## config.mk

```make
export PLATFORM = sky130hd
export DESIGN_NAME = pps_qualifier
export DESIGN_NICKNAME = d
export VERILOG_FILES = /design/src/rtl/gps_timing_pkg.sv /design/src/rtl/pps_sync_filter.sv /design/src/rtl/pps_qualifier.sv
export SDC_FILE = /design/constraint.sdc
export NUM_CORES = 1
export LEC_CHECK = 0
export ABC_CLOCK_PERIOD_IN_PS = 8530
export CORE_MARGIN = 5
export CORE_UTILIZATION = 47
export CTS_CLUSTER_DIAMETER = 120
export DETAILED_ROUTE_END_ITERATION = 7
export PLACE_DENSITY = 0.66
export REMOVE_ABC_BUFFERS = 1
export SETUP_SLACK_MARGIN = 0.4
export SYNTH_ARGS = -nofsm -noshare
export SYNTH_HDL_FRONTEND = slang
export SYNTH_SLANG_ARGS = --single-unit
```

## constraint.sdc

```tcl
create_clock -name clk_tf -period 8.53 [get_ports clk_tf]
set_input_delay 2.1325 -clock clk_tf [delete_from_list [all_inputs] [get_ports clk_tf]]
set_output_delay 2.1325 -clock clk_tf [all_outputs]
set_load 0.03 [all_outputs]
```

## src/rtl/gps_timing_pkg.sv

```systemverilog
// Shared types and sizing helpers for the GPS timing path.
package gps_timing_pkg;

    typedef enum logic {
        S_ACQUIRE = 1'b0,
        S_TRACK   = 1'b1
    } pps_qual_state_e;

    // Width needed to hold the longest period that can still be judged.
    function automatic int period_width(input int clocks_per_second, input int tolerance);
        return $clog2(clocks_per_second + tolerance + 1);
    endfunction

endpackage

```

## src/rtl/pps_sync_filter.sv

```systemverilog
// Synchronizes the raw PPS into clk_tf and emits one accept per high interval
// that lasts at least MinPulseWidth cycles.
module pps_sync_filter #(
    parameter int SyncStages    = 2,
    parameter int MinPulseWidth = 192
) (
    input  logic clk_tf,
    input  logic rst,
    input  logic pps_raw,
    output logic accept
);

    localparam int HW = $clog2(MinPulseWidth + 1);
    localparam logic [HW-1:0] HiMax  = HW'(MinPulseWidth);
    localparam logic [HW-1:0] HiFire = HW'(MinPulseWidth - 1);

    logic [SyncStages-1:0] sync_q;
    logic                  pps_s;
    logic [HW-1:0]         hi_cnt;

    always_ff @(posedge clk_tf or posedge rst) begin
        if (rst) begin
            sync_q <= '0;
        end else begin
            sync_q <= {sync_q[SyncStages-2:0], pps_raw};
        end
    end

    assign pps_s = sync_q[SyncStages-1];

    // Saturating the count keeps a long-held input from ever firing twice.
    always_ff @(posedge clk_tf or posedge rst) begin
        if (rst) begin
            hi_cnt <= '0;
        end else if (!pps_s) begin
            hi_cnt <= '0;
        end else if (hi_cnt != HiMax) begin
            hi_cnt <= hi_cnt + HW'(1);
        end
    end

    assign accept = pps_s && (hi_cnt == HiFire);

endmodule

```

## src/rtl/pps_qualifier.sv

```systemverilog
// Qualifies the GPS PPS: width filter, period check, lock tracking, and a
// fixed-width output pulse only for in-period edges while locked.
module pps_qualifier
    import gps_timing_pkg::*;
#(
    parameter int ClocksPerSecond = 19200000,
    parameter int PeriodTolerance = 192,
    parameter int MinPulseWidth   = 192,
    parameter int LockCount       = 4,
    parameter int OutPulseWidth   = 1920,
    parameter int SyncStages      = 2,
    localparam int PW = period_width(ClocksPerSecond, PeriodTolerance)
) (
    input  logic          clk_tf,
    input  logic          rst,
    input  logic          pps_raw,
    output logic          pps_raw_logic,
    output logic          pps_accept,
    output logic          pps_locked,
    output logic          period_err,
    output logic          pps_missing,
    output logic [PW-1:0] last_period
);

    localparam logic [PW-1:0] PeriodLo = PW'(ClocksPerSecond - PeriodTolerance);
    localparam logic [PW-1:0] PeriodHi = PW'(ClocksPerSecond + PeriodTolerance);
    localparam logic [PW-1:0] PerMax   = '1;
    localparam int GW = $clog2(LockCount + 1);
    localparam logic [GW-1:0] GoodMax  = GW'(LockCount);
    localparam int OW = $clog2(OutPulseWidth + 1);
    localparam logic [OW-1:0] OutLoad  = OW'(OutPulseWidth - 1);

    logic            accept;
    logic [PW-1:0]   per_cnt;
    logic            in_tol;
    pps_qual_state_e state, state_next;
    logic [GW-1:0]   good_cnt, good_next;
    logic            locked_next;
    logic            err_next;
    logic            miss_next;
    logic [PW-1:0]   last_next;
    logic            start_pulse;
    logic [OW-1:0]   out_cnt;

    pps_sync_filter #(
        .SyncStages    (SyncStages),
        .MinPulseWidth (MinPulseWidth)
    ) u_filter (
        .clk_tf  (clk_tf),
        .rst     (rst),
        .pps_raw (pps_raw),
        .accept  (accept)
    );

    // Counts cycles since the last accept; holds at all-ones if the input dies.
    always_ff @(posedge clk_tf or posedge rst) begin
        if (rst) begin
            per_cnt <= '0;
        end else if (accept) begin
            per_cnt <= PW'(1);
        end else if (per_cnt != PerMax) begin
            per_cnt <= per_cnt + PW'(1);
        end
    end

    assign in_tol = (per_cnt >= PeriodLo) && (per_cnt <= PeriodHi);

    always_comb begin
        state_next  = state;
        good_next   = good_cnt;
        locked_next = pps_locked;
        err_next    = 1'b0;
        miss_next   = 1'b0;
        last_next   = last_period;
        start_pulse = 1'b0;
        case (state)
            S_ACQUIRE: begin
                if (accept) begin
                    state_next = S_TRACK;
                    good_next  = '0;
                end
            end
            S_TRACK: begin
                if (accept) begin
                    last_next = per_cnt;
                    if (in_tol) begin
                        if (good_cnt != GoodMax) begin
                            good_next = good_cnt + GW'(1);
                        end
                        if (good_next == GoodMax) begin
                            locked_next = 1'b1;
                        end
                        start_pulse = locked_next;
                    end else begin
                        // A bad edge still becomes the reference for the next period.
                        err_next    = 1'b1;
                        good_next   = '0;
                        locked_next = 1'b0;
                    end
                end else if (per_cnt == PeriodHi) begin
                    miss_next   = 1'b1;
                    good_next   = '0;
                    locked_next = 1'b0;
                    state_next  = S_ACQUIRE;
                end
            end
            default: begin
                state_next = S_ACQUIRE;
            end
        endcase
    end

    always_ff @(posedge clk_tf or posedge rst) begin
        if (rst) begin
            state       <= S_ACQUIRE;
            good_cnt    <= '0;
            pps_locked  <= 1'b0;
            period_err  <= 1'b0;
            pps_missing <= 1'b0;
            last_period <= '0;
            pps_accept  <= 1'b0;
        end else begin
            state       <= state_next;
            good_cnt    <= good_next;
            pps_locked  <= locked_next;
            period_err  <= err_next;
            pps_missing <= miss_next;
            last_period <= last_next;
            pps_accept  <= accept;
        end
    end

    // Once started, the pulse runs to completion regardless of later lock loss.
    always_ff @(posedge clk_tf or posedge rst) begin
        if (rst) begin
            out_cnt       <= '0;
            pps_raw_logic <= 1'b0;
        end else if (start_pulse) begin
            out_cnt       <= OutLoad;
            pps_raw_logic <= 1'b1;
        end else if (out_cnt != '0) begin
            out_cnt       <= out_cnt - OW'(1);
        end else begin
            pps_raw_logic <= 1'b0;
        end
    end

endmodule

```

# Yosys cells after proc, flatten, opt, wreduce, memory -nomap -nowiden
# Index checks and enable logic that the tools add are counted.
# totals
register_bits	80
inputBits	3
output_inout_bits	30
word_cells	71
# classes
n_addsub	4
magnitude_cmp	2
n_eq_ne	10
n_mux	33
bitwise_logic	1
reduce_logical	9
# ops
operator	count
$mux 25	2
$add 25x1->25 const B	1
$eq 25x25->1 const B	1
$ge 25x25->1 const B	1
$le 25x25->1 const B	1
$ne 25x25->1 const B	1
$mux 3	8
$mux 11	2
$mux 1	17
$mux 8	2
$reduce_bool 11->1	1
$sub 11x1->11 const B	1
$add 8x1->8 const B	1
$eq 8x8->1 const B	1
$ne 8x8->1 const B	1
$ne 2x2->1 const B	3
$pmux 3 s2	1
$reduce_and 2->1	3
$reduce_bool 2->1	3
$add 3x1->3 const B	1
$eq 3x3->1 const B	1
$ne 3x2->1 const B	1
$ne 3x3->1 const B	1
$logic_and 1x1->1	2
2 further kinds	2

# Logic depth before layout (Yosys ltp)
# Gate-level depths: netlist (run 1).
# logic_depth
ltp_word	11
ltp_mapped	9
ltp_nobuf	7

# By module
# Synthesis (run 1) repeated with hierarchy kept, for this count alone.
# hier_totals
hier_cells	370
area_unflattened_um2	3871.2
# by_module_without_submodules
module	n_inst	cells_each	area_each_um2	seq_area_each_um2
pps_qualifier	1	321	3364.5	1751.7
pps_sync_filter	1	49	506.7	250.2

# Least setup slack after synthesis (run 1)
# Ideal clock, no wire load.
# synth_timing
kind	register to output
startpoint	register pps_locked
endpoint	output port pps_locked
arrival_time_ns	0.496
required_ns	6.398
setup_slack_ns	5.901
path_stages_with_launch	1
path_buffers	0
cell_sequence	dfrtp_1
# synth_rtl
item	line_no	text
from (decl)	pps_qualifier.sv:19	output logic pps_locked,
from (signal assigned)	pps_qualifier.sv:125	pps_locked <= locked_next;
# No word-level cell between the ends.

# Worst setup path after layout (run 1)
# layout_timing
startpoint	register pps_locked
endpoint	output port pps_locked
# No word-level cell between the ends.

==> results of run 1 <==
## layout by cell type, fill, tap and decap left out, types with 5 or more instances in the layout
| cell type | netlist | final |
|---|---|---|
| nor4_1 | 5 | 5 |
| nand4_1 | 9 | 9 |
| and2_1 | 9 | 9 |
| nor3_1 | 10 | 10 |
| inv_1 | 18 | 17 |
| a21oi_1 | 21 | 21 |
| nand3_1 | 18 | 18 |
| ha_1 | 7 | 7 |
| xor2_1 | 5 | 5 |
| nand2_1 | 44 | 44 |
| and3_1 | 11 | 11 |
| clkdlybuf4s50_1 | 0 | 32 |
| clkbuf_8 | 0 | 9 |
| mux2_2 | 25 | 25 |
| nor2_1 | 14 | 14 |
| o21ai_0 | 7 | 7 |
| o31ai_1 | 9 | 9 |
| dfrtp_1 | 80 | 80 |
| and4_1 | 5 | 5 |
| or4_1 | 6 | 6 |
| xnor2_1 | 15 | 15 |
| nand3b_1 | 5 | 5 |
| nor2b_1 | 5 | 5 |
## power groups by stage
stage / Sequential, W / Combinational, W / Clock, W
after CTS: 0.000383 / 0.0000129 / 0.000283
after detailed placement: 0.000391 / 0.0000129 / 0
final: 0.000383 / 0.0000120 / 0.000275
after global placement: 0.000390 / 0.0000125 / 0
after floorplan: 0.000390 / 0.00000871 / 0
after global routing: 0.000383 / 0.0000146 / 0.000298
## cell families (layout without fill, tap and decap cells)
group / Yosys count / in the layout / synth area share (%)
and+or+nand+nor: 165 / 165 / 23.6
buffers and inverters: 38 / 70 / 4.18
AOI/OAI and AO/OA: 59 / 59 / 9.72
xor gates and xnor gates: 20 / 20 / 4.27
muxes: 27 / 27 / 7.35
DFF: 80 / 80 / 48.8
adders and majority gates: 7 / 7 / 2.13
## registers in the layout (all words and copies together) (netlist names)
name	flops
last_period	25
good_cnt	3
out_cnt	11
u_filter.sync_q	2
per_cnt	25
u_filter.hi_cnt	8
pps_locked	1
state	1
period_err	1
pps_accept	1
pps_missing	1
pps_raw_logic	1
## how the worst min path moves through the flow
stage,to
6_report,u_filter.sync_q[1]$_DFF_PP0_
4_1_cts,u_filter.sync_q[1]$_DFF_PP0_
3_5_place_dp,u_filter.sync_q[1]$_DFF_PP0_
2_1_floorplan,u_filter.sync_q[1]$_DFF_PP0_
5_1_grt,u_filter.sync_q[1]$_DFF_PP0_
3_3_place_gp,u_filter.sync_q[1]$_DFF_PP0_
## stage by stage
step	worst slack, ns	utilization, %	hold slack (ns)	cells
floorplan	4.35	-	0.331	376
global placement	5.04	52.0	0.334	520
detailed placement	5.01	52.0	0.337	520
CTS	4.97	54.2	0.357	536
global route	4.93	54.2	0.371	536
finish	5.00	54.2	0.355	536
## cell type report
class | instances | area [um^2]
Clock buffer | 11 | 131
Clock inverter | 5 | 57.6
Fill cell | 775 | 3960
Inverter | 18 | 68.8
Multi-Input combinational cell | 278 | 1930
Sequential cell | 80 | 2000
Tap cell | 108 | 135
Timing Repair Buffer | 36 | 350
## routing by layer
metal	vias up	GRT usage (%)	wire length [um]
met1	1508	25.7	4050
met5	-	0	0
met4	0	4.68	99
met3	8	3.82	321
met2	56	26.5	3940
li1	1483	-	-
==> flow_summary.yaml, run 1 <==
run_status:
  status: "finished clean"
logic_synthesis:
  synth_seq_cells: 80
  synth_top_cell_area_share_pct: 48.8
  ys_warn_count: 0
  yosysTopAreaCell: "dfrtp_1"
  ys_types: 58
  synthArstFlopShare_pct: 100
  syn_inst: 396
  post-synth-top-count-cell: "dfrtp_1"
  synth_common_cells: "dfrtp_1, nand2_1, mux2_2, a21oi_1"
  ys.flop_type: "dfrtp_1"
  synth_area_leaders: "dfrtp_1, mux2_2, nand2_1, xnor2_1, a21oi_1"
  synthesis.area_um2: 4110
  avgSynthCellArea_um2: 10.4
  synth-edff-count: 0
  ys_seq_area_share_pct: 48.8
sta:
  slew-limit-headroom_pct: 33.5
  hold_viol_final: 0
  drv_slew: 0
  max_freq_mhz: 283
  tightest_slew_ns: 0.997
  final.setup_skew_ns: 0.0127
  period_share_pct: 41.4
  layout_min_cycle_time_ns: 3.53
  fin_tns_setup_ns: 0
  setup_viol: 0
  rsz0062_at_grt: "no"
pwr:
  switching_share_pct: 22.5
  power_switching_w: 0.000151
  peakVddDrop_uv: 68.0
  power_leakage_nw: 2.10
  power.density_nw_per_um2: 143
  power_frac_comb_pct: 1.8
  seq_power_share_pct: 57.2
  power_w: 0.000670
  intPower_w: 0.000519
  p_clk_share_pct: 41.0
place:
  placed_area_um2: 4490
  port_buffers: 32
  dp_hpwl_mm: 5.67
  place_congestion: 0.876
clock_tree:
  cts_root_buf: "clkbuf_8"
  clk_pin_slew_worst_paths_ns: 0.08
  cts_tree: "built"
  htree_levels: 3
  clockBufferDepth: 2
  cts.sinks: 80
  postCtsSetupBuffers: 0
  cts_made_buffers: 9
  post_cts_resized: 0
  clock_latency_ns: 0.35
  cts_hold_buf: 0
grt:
  grt_overflow_total: 0
  grt_pass1_vias: 2995
  grt_pass1_wl_mm: 14.9
  grt_max_degree: 81
  track_usage_pct: 17.6
  grt_antenna_before_repair: 0
finish:
  syn_to_final_growth_pct: 13.9
  drive_gt1_share_pct: 14.0
  final_area_um2: 4680
  layout.nets: 433
  diodes: 0
critical_path:
  r2r_end: "out_cnt[7]$_DFFE_PP0P_"
  reg2reg_from: "per_cnt[19]$_DFFE_PP0P_"
  cp-end-kind: "output pin"
  endpoint: "pps_locked"
  crit_chain: "clkdlybuf4s50_1"
  crit_path_max_incr_delay_ns: 0.68
  setup.worst_path.start_class: "flop"
  cp.required_ns: 6.40
  cp-startpoint: "pps_locked$_DFFE_PP0P_"
  cp_num_buf_inv: 1
  crit_slowest_cell: "clkdlybuf4s50_1"
  critPathTopFamily: "buffers and inverters"
  path_max_fanout: 3
  crit_type: "reg -> out"
  worst-r2r-setup-slack_ns: 5.97
  reg2regPathDepth: 5
  path_depth: 1
  critical_path_arrival_ns: 1.40
die:
  initial_core_util_pct: 47.5
  ios: 33
  num_rows: 34
  die_area_um2: 10700
  chipHeight_um: 103
  die_width_um: 103
  core_um2: 8640
min_path:
  hp-start: "u_filter.sync_q[0]$_DFF_PP0_"
  min_path_cells: 0
  hp-class: "reg -> reg"
routing:
  via_count: 3055
  drt_drc_violations_left: 0
  first_pass_iters: 4
  vias_per_cell: 5.70
  ant_nets: 0
  dr.first_iter.drc_count: 204
  routed_wl_mm: 8.40
  wire_per_inst_um: 15.7
run:
  maxCapViolations: 0
(Power assumes the default switching activity.)
==> inputs of run 2 (changes only) <==
--- a/config.mk
+++ b/config.mk
@@ -5,7 +5,7 @@
 export SDC_FILE = /design/constraint.sdc
 export NUM_CORES = 1
 export LEC_CHECK = 0
-export ABC_CLOCK_PERIOD_IN_PS = 8530
+export ABC_CLOCK_PERIOD_IN_PS = 3600
 export CORE_MARGIN = 5
 export CORE_UTILIZATION = 47
 export CTS_CLUSTER_DIAMETER = 120
==> constraint.sdc (replaced) <==
create_clock -name clk_tf -period 3.6 [get_ports clk_tf]
set_input_delay 0.9 -clock clk_tf [delete_from_list [all_inputs] [get_ports clk_tf]]
set_output_delay 0.9 -clock clk_tf [all_outputs]
set_load 0.03 [all_outputs]
==> run 2 against run 1 <==
Net effect: combinational power grew to 2.6 times the previous value; worst setup slack lost 3.9 ns; clock skew shrank 0.0056 ns; die area is the same; sequential power grew 140%; largest cell class unchanged.
==> flow_summary.yaml, run 2 (synthesized netlist as in run 1, its figures left out) <==
pwr:
  power_leakage_nw: 2.13
  peakVddDrop_uv: 247
  switching_share_pct: 19.8
  seq_power_share_pct: 52.5
  power_frac_comb_pct: 1.8
  power.density_nw_per_um2: 364
  power_switching_w: 0.000343
  p_clk_share_pct: 45.7
  intPower_w: 0.00139
finish:
  syn_to_final_growth_pct: 15.8
  finish.utilization_pct: 55.0
  layout_common_cells: "dfrtp_1, nand2_1, clkdlybuf4s50_1"
  diodes: 0
  largestRegisters: "last_period x25, per_cnt x25, out_cnt x11"
  layout.nets: 436
  final_common_cell: "dfrtp_1"
  drive_gt1_share_pct: 14.9
grt:
  grt_antenna_before_repair: 0
  grt_max_degree: 30
  track_usage_pct: 17.6
  grt_pass1_vias: 2901
  grt_pass1_wl_mm: 14.6
  grt_overflow_total: 0
critical_path:
  crit_chain: "nor4_2 > nor4b_2 > o2bb2ai_1 > o2111ai_1 > a21boi_1"
  crit_slowest_cell: "o2111ai_1"
  reg2reg_from: "per_cnt[19]$_DFFE_PP0P_"
  cp-end-kind: "flop"
  setup.worst_path.start_class: "flop"
  crit_path_max_incr_delay_ns: 0.57
  cp.required_ns: 3.83
  cp-startpoint: "per_cnt[19]$_DFFE_PP0P_"
  critical_path_arrival_ns: 2.74
  crit_type: "reg -> reg"
  cp_num_buf_inv: 0
  critPathTopFamily: "compound AO/OA/AOI/OAI gates"
  path_max_fanout: 13
sta:
  final.setup_skew_ns: 0.00715
  hold_viol_final: 0
  drv_slew: 0
  tightest_slew_ns: 0.986
  slew-limit-headroom_pct: 34.2
  rsz0062_at_grt: "no"
  max_freq_mhz: 399
  fin_tns_setup_ns: 0
  period_share_pct: 69.7
  layout_min_cycle_time_ns: 2.51
  setup_viol: 0
clock_tree:
  cts.sinks: 80
  cts_root_buf: "clkbuf_8"
  post_cts_resized: 0
  cts_hold_buf: 0
  clockBufferDepth: 2
  clock_latency_ns: 0.35
  cts_made_buffers: 9
  postCtsSetupBuffers: 0
  clk_pin_slew_worst_paths_ns: 0.08
  htree_levels: 3
  cts_tree: "built"
run_status:
  status: "finished clean"
routing:
  via_count: 3065
  ant_nets: 0
  routed_wl_mm: 8.50
  vias_per_cell: 5.70
  wire_per_inst_um: 15.8
  dr.first_iter.drc_count: 179
  drt_drc_violations_left: 0
  first_pass_iters: 4
die:
  core_um2: 8640
  ios: 33
  num_rows: 34
  die_width_um: 103
  chipHeight_um: 103
  die_area_um2: 10700
  initial_core_util_pct: 47.5
min_path:
  hp-class: "reg -> reg"
  hp-start: "u_filter.sync_q[0]$_DFF_PP0_"
run:
  maxCapViolations: 0
place:
  dp_hpwl_mm: 5.95
  port_buffers: 32
  place_congestion: 0.851
[run 2: changes by cell type in the layout (fill, tap and decap cells not counted)]
cell        before  now
buf_4            4    7
clkinvlp_4       0    2
clkinv_4         2    0
bufinv_16        1    3
clkbuf_8         9   10
clkinv_2         3    1
clkbuf_1         2    0
[run 2: worst paths after layout]
path	slack [ns]	end	cells past startpoint
max	1.09	out_cnt[7]$_DFFE_PP0P_	5
max in group asynchronous	2.07	per_cnt[24]$_DFFE_PP0P_	3
min reg2reg	0.36	u_filter.sync_q[1]$_DFF_PP0_	0
min	0.36	u_filter.sync_q[1]$_DFF_PP0_	0
min in group asynchronous	0.89	pps_accept$_DFF_PP0_	2
max reg2reg	1.09	out_cnt[7]$_DFFE_PP0P_	5
[run 2: cell type report]
class	instances	area [um^2]
inverter	18	68.8
timing repair buffer	39	373
tap	108	135
fill	783	3880
clock inverter	5	105
sequential	80	2000
multi-input combinational	278	1930
clock buffer	10	138
[run 2: metal layers]
metal	track usage, %	part of all wire, %	up-vias
li1	-	-	1487
met1	25.1	48	1493
met2	26.2	46	71
met3	3.42	4.8	14
met4	7.17	1.9	0
met5	0	0	-
[run 2: power by group through the flow]
stage | registers (W) | clock network, W | logic [W]
after CTS | 0.000907 | 0.000812 | 0.0000329
after detailed placement | 0.000925 | 0 | 0.0000327
final | 0.000907 | 0.000791 | 0.0000307
after global placement | 0.000925 | 0 | 0.0000318
after global routing | 0.000908 | 0.000855 | 0.0000374
after floorplan | 0.000924 | 0 | 0.0000206
[run 2: through the flow]
stage / power (W) / cells / setup WS [ns] / area (um^2) / hold slack [ns]
6_report: 0.00173 / 538 / 1.09 / 4750 / 0.360
2_1_floorplan: 0.000944 / 376 / 0.648 / 4000 / 0.331
3_5_place_dp: 0.000958 / 523 / 1.11 / 4510 / 0.340
4_1_cts: 0.00175 / 538 / 1.08 / 4750 / 0.363
3_3_place_gp: 0.000956 / 523 / 1.18 / 4510 / 0.334
5_1_grt: 0.00180 / 538 / 0.871 / 4750 / 0.382
[run 2: worst register-to-register path, delay by kind of cell (launching register included)]
kind               cells  cell delay (ns)
AOI/OAI and AO/OA      3             1.19
and+or+nand+nor        2             0.75
DFF                    1             0.46
